--- config.mk ---
export PLATFORM = sky130hd
export DESIGN_NAME = sad_accum
export DESIGN_NICKNAME = d
export VERILOG_FILES = /design/src/rtl/sad_accum.sv
export SDC_FILE = /design/constraint.sdc
export NUM_CORES = 1
export LEC_CHECK = 0
export CAP_MARGIN = 15
export CORE_UTILIZATION = 40
export DETAILED_ROUTE_END_ITERATION = 10
export GPL_ROUTABILITY_DRIVEN = 0
export PLACE_DENSITY_LB_ADDON = 0.1
export SLEW_MARGIN = 40
export SYNTH_ARGS = -nofsm -noshare
export SYNTH_HDL_FRONTEND = slang
export SYNTH_SLANG_ARGS = --single-unit
--- constraint.sdc ---
create_clock -name cpu_clock_i -period 9.5 [get_ports cpu_clock_i]
set_input_delay 0.95 -clock cpu_clock_i [delete_from_list [all_inputs] [get_ports cpu_clock_i]]
set_output_delay 0.95 -clock cpu_clock_i [all_outputs]
set_load 0.02 [all_outputs]
--- src/rtl/sad_accum.sv ---
// Two-stage packed-byte sum-of-absolute-differences unit (PBSAD / PBSADA).
// S1 holds the per-lane absolute differences, S2 holds the finished result.

module uad8 (
   input  logic [7:0] a_i,
   input  logic [7:0] b_i,
   output logic [7:0] d_o
);
   always_comb begin
      if (a_i >= b_i) d_o = a_i - b_i;
      else            d_o = b_i - a_i;
   end
endmodule

module sad_accum #(
   parameter int TAG_W = 6
) (
   input  logic             cpu_clock_i,
   input  logic             cpu_reset_i,
   input  logic             flush_i,
   input  logic             valid_i,
   output logic             ready_o,
   input  logic             accum_i,
   input  logic [31:0]      rs1_i,
   input  logic [31:0]      rs2_i,
   input  logic [31:0]      rs3_i,
   input  logic [TAG_W-1:0] tag_i,
   output logic             result_valid_o,
   input  logic             result_ready_i,
   output logic [31:0]      result_o,
   output logic [TAG_W-1:0] result_tag_o
);

   logic [3:0][7:0]  diff;

   logic             s1_valid_q, s1_valid_d;
   logic [3:0][7:0]  s1_diff_q;
   logic [31:0]      s1_rs3_q;
   logic             s1_accum_q;
   logic [TAG_W-1:0] s1_tag_q;

   logic             s2_valid_q, s2_valid_d;
   logic [31:0]      s2_result_q, s2_result_d;
   logic [TAG_W-1:0] s2_tag_q;

   logic             accept;
   logic             s1_load;
   logic             s2_load;
   logic [9:0]       sum;

   for (genvar k = 0; k < 4; k++) begin : g_lane
      uad8 u_uad8 (
         .a_i (rs1_i[8*k +: 8]),
         .b_i (rs2_i[8*k +: 8]),
         .d_o (diff[k])
      );
   end

   assign ready_o = !s1_valid_q || !s2_valid_q || result_ready_i;
   assign accept  = valid_i && ready_o && !flush_i;
   assign s2_load = s1_valid_q && (!s2_valid_q || result_ready_i) && !flush_i;
   assign s1_load = accept && (!s1_valid_q || s2_load);

   // Four 8-bit lanes sum to at most 1020, so 10 bits never overflow.
   always_comb begin
      sum = {2'b00, s1_diff_q[0]} + {2'b00, s1_diff_q[1]}
          + {2'b00, s1_diff_q[2]} + {2'b00, s1_diff_q[3]};
      s2_result_d = {22'd0, sum};
      if (s1_accum_q) s2_result_d = s2_result_d + s1_rs3_q;
   end

   always_comb begin
      s1_valid_d = s1_valid_q;
      s2_valid_d = s2_valid_q;
      if (flush_i) begin
         s1_valid_d = 1'b0;
         s2_valid_d = 1'b0;
      end else begin
         if (s1_load)      s1_valid_d = 1'b1;
         else if (s2_load) s1_valid_d = 1'b0;
         if (s2_load)             s2_valid_d = 1'b1;
         else if (result_ready_i) s2_valid_d = 1'b0;
      end
   end

   // NOTE: sequential state uses non-blocking assignments so every register samples pre-edge values.
   always_ff @(posedge cpu_clock_i or posedge cpu_reset_i) begin
      if (cpu_reset_i) begin
         s1_valid_q  <= 1'b0;
         s1_diff_q   <= '0;
         s1_rs3_q    <= '0;
         s1_accum_q  <= 1'b0;
         s1_tag_q    <= '0;
         s2_valid_q  <= 1'b0;
         s2_result_q <= '0;
         s2_tag_q    <= '0;
      end else begin
         s1_valid_q <= s1_valid_d;
         s2_valid_q <= s2_valid_d;
         if (s1_load) begin
            s1_diff_q  <= diff;
            s1_rs3_q   <= rs3_i;
            s1_accum_q <= accum_i;
            s1_tag_q   <= tag_i;
         end
         if (s2_load) begin
            s2_result_q <= s2_result_d;
            s2_tag_q    <= s1_tag_q;
         end
      end
   end

   assign result_valid_o = s2_valid_q;
   assign result_o       = s2_result_q;
   assign result_tag_o   = s2_tag_q;

endmodule

==> impl_metrics.toml <==
[synth]
synth_nets = 1237
syn_inst = 1025
synth_area_leader_cell = "dfrtp_1"
ys_warn_count = 0
synth_async_sr_flop_share = 1.00
synth_seq_cells = 111
synthFlopType = "dfrtp_1"
synthXorXnorAreaFrac = 0.0444
synth_mux_area_frac = 0.0361
synth_cell_types = 72
synth_edf_count = 0
synth_top_area_frac = 0.320
synth-compound-area-share = 0.166
synth_seq_area_share = 0.320
yosys.area_share.adder = 0.172
synth_area_um2 = 8680
avgSynthCellArea_um2 = 8.46
synth_top_family_by_area = "simple AND/OR/NAND/NOR gates"
synth-simple-area-share = 0.190
post_synth_main_area_contributors = "dfrtp_1 (32%), ha_1 (11%), nand2_1 (10%)"

[floorplanning]
start_util = 0.410
die_area_um2 = 22300
coreArea_um2 = 21200
rows = 53
ioPinCount = 148
die_h_um = 149
fp.dieW_um = 149

[power_and_ir_drop]
max-vdd-ir-drop_uv = 231
seq_power_share = 0.227
p_sw_mw = 1.27
p_leak_nw = 5.14
switching_share = 0.455
total_power_mw = 2.80
p_int_mw = 1.53
p_comb_frac = 0.639
pwr_density_cell_nw_per_um2 = 263
clkPwrFrac = 0.135

[placed_design]
placed_cells = 1411
port_buffers = 147
hpwl_um = 15500
place_area_um2 = 10400

[timing]
final-max-slew-violation-count = 0
holdWs_ns = 0.476
tns_ns = 0
rsz0062_at_grt = "false"
maxSlewHeadroom = 0.515
finalHoldViolCount = 0
min_period_over_period = 0.531
fmax_mhz = 198
period_minus_slack_ns = 5.05
tightest_slew_ns = 0.728
final-setup-viol-count = 0
fin_skew_ns = 0.0157

[setup_path]
worstPathArrival_ns = 5.31
crit_path_start_kind = "register"
end_kind = "register"
critPathKind = "register to register"
cp_max_fo = 11
cp.required_ns = 9.76

[drt]
wl_per_cell_um = 14.2
routed_wl_um = 20300
first_pass_iters = 4
drc = 0
drt_iter0_drc = 396
vias_per_cell = 5.06
antenna_left = 0
via_count = 7214

[global_route]
gr-usage-all-layers = 0.191
top_usage_layer = "met2"
antenna_found_initial = 0
grtUsageMet2 = 0.327
grt_overflow = 0
grt_pass1_wl_um = 33900
grtUsageMet1 = 0.251
grt_pass1_vias = 6999
grt_max_degree = 75
met3_usage = 0.0312

[final_layout]
layout-drive-gt1-share = 0.0425
fillers = 2028
final_cell_area_um2 = 10700
syn2layout_area_growth_pct = 22.9
final_cells = 1427
nets = 1359
n_antenna_cell = 0

[cts]
cts_hold_buf = 0
root_buffer = "clkbuf_16"
clkLatencyLatePin_ns = 0.37
cts_sinks = 111
ctsLongestPathBuffers = 2
post_cts_resized = 0
htreeDepth = 3
cts_tree = "yes"
cts_buffers = 9
cts_setup_buffers = 0
path_clk_slew_ns = 0.08

[hold_path]
hp-class = "register to register"

[job]
cap_violations = 0

[run_status]
outcome = "finished, final reports clean"
-- flip-flops by register name, summed over array words and instances, names as in the netlist --
signal and count:
result_o 32, result_tag_o 6, result_valid_o 1, s1_accum_q 1, s1_diff_q 32, s1_rs3_q 32
s1_tag_q 6, s1_valid_q 1
-- worst max-delay path, stage by stage, from the launching register on --
cell	delay, ns
dfrtp_1	0.32
inv_1	0.06
fa_1	0.53
inv_1	0.05
fa_1	0.45
ha_1	0.24
fa_1	0.40
a21o_1	0.17
a21oi_1	0.24
o21bai_1	0.10
a211oi_1	0.23
a21oi_1	0.09
ha_1	0.34
and2_1	0.17
a221o_1	0.34
a21oi_1	0.15
nand3_1	0.42
and3_1	0.36
xnor2_1	0.12
o31ai_1	0.18
-- per-stage QoR --
stage / util / setup slack (ns)
after floorplan: - / 5.10
after global placement: 0.489 / 4.55
after detailed placement: 0.490 / 4.48
after CTS: 0.504 / 4.45
after global routing: 0.504 / 4.11
final: 0.504 / 4.45
-- cell type report --
| type | count | area [um^2] | share of cell area |
|---|---|---|---|
| Tap cell | 275 | 344 | 0.0323 |
| Clock buffer | 9 | 225 | 0.0211 |
| Sequential cell | 111 | 2780 | 0.260 |
| Clock inverter | 7 | 72.6 | 0.00681 |
| Timing Repair Buffer | 153 | 1520 | 0.143 |
| Inverter | 117 | 444 | 0.0417 |
| Multi-Input combinational cell | 755 | 5280 | 0.495 |
-- synth_stat cells, types with 7 or more instances --
library cell	instances
ha_1	79
xor2_1	27
o21ai_0	25
inv_1	117
nand2_1	231
nor2_1	34
nor3_1	11
a21o_1	15
clkbuf_1	27
nand3b_1	7
and3_1	12
a21oi_1	37
o211ai_1	9
nand4_1	14
nor2b_1	13
nand3_1	18
mux2i_1	26
o31ai_1	11
xnor2_1	17
dfrtp_1	111
o21a_1	12
o21ai_1	38
fa_1	25
a31oi_1	11
buf_2	10
-- layout by cell type (no fill, tap or decap), types with 11 or more instances in the layout --
master | synthesis | layout
nand2_1 | 231 | 231
clkdlybuf4s50_1 | 0 | 147
inv_1 | 117 | 116
dfrtp_1 | 111 | 111
ha_1 | 79 | 79
o21ai_1 | 38 | 38
a21oi_1 | 37 | 37
nor2_1 | 34 | 34
xor2_1 | 27 | 27
mux2i_1 | 26 | 26
o21ai_0 | 25 | 25
fa_1 | 25 | 25
nand3_1 | 18 | 18
xnor2_1 | 17 | 17
a21o_1 | 15 | 15
nand4_1 | 14 | 14
nor2b_1 | 13 | 13
o21a_1 | 12 | 12
and3_1 | 12 | 12
nor3_1 | 11 | 11
o31ai_1 | 11 | 11
a31oi_1 | 11 | 11
-- routing by layer --
| metal | part of all wire | up-vias |
|---|---|---|
| met5 | 0 | - |
| met4 | 0.012 | 0 |
| met3 | 0.042 | 18 |
| met2 | 0.48 | 139 |
| met1 | 0.47 | 3369 |
| li1 | - | 3688 |
-- cell families (layout without fill, tap and decap cells) --
group,Yosys count,count (layout)
xor+xnor,44,44
mux,30,30
buf+inv,159,286
flops,111,111
compound gates,208,208
fa+ha+maj,104,104
simple gates,369,369
-- power groups by stage --
stage	registers, mW	logic (mW)	clock network, mW
floorplan	0.673	1.32	0
global placement	0.645	1.76	0
detailed placement	0.646	1.78	0
CTS	0.637	1.79	0.390
global route	0.648	2.03	0.410
finish	0.636	1.79	0.377
-- path summary, 6_finish.rpt --
kind	startpoint	end	slack (ns)	cells past startpoint
min	s1_tag_q[1]$_DFFE_PP0P_	result_tag_o[1]$_DFFE_PP0P_	0.48	2
max	s1_diff_q[1]$_DFFE_PP0P_	result_o[15]$_DFFE_PP0P_	4.45	19
min reg2reg	s1_tag_q[1]$_DFFE_PP0P_	result_tag_o[1]$_DFFE_PP0P_	0.48	2
min in group asynchronous	cpu_reset_i	result_valid_o$_DFFE_PP0P_	1.02	2
max reg2reg	s1_diff_q[1]$_DFFE_PP0P_	result_o[15]$_DFFE_PP0P_	4.45	19
max in group asynchronous	cpu_reset_i	result_o[30]$_DFFE_PP0P_	7.44	3
Power figures use the tool's default switching activity.
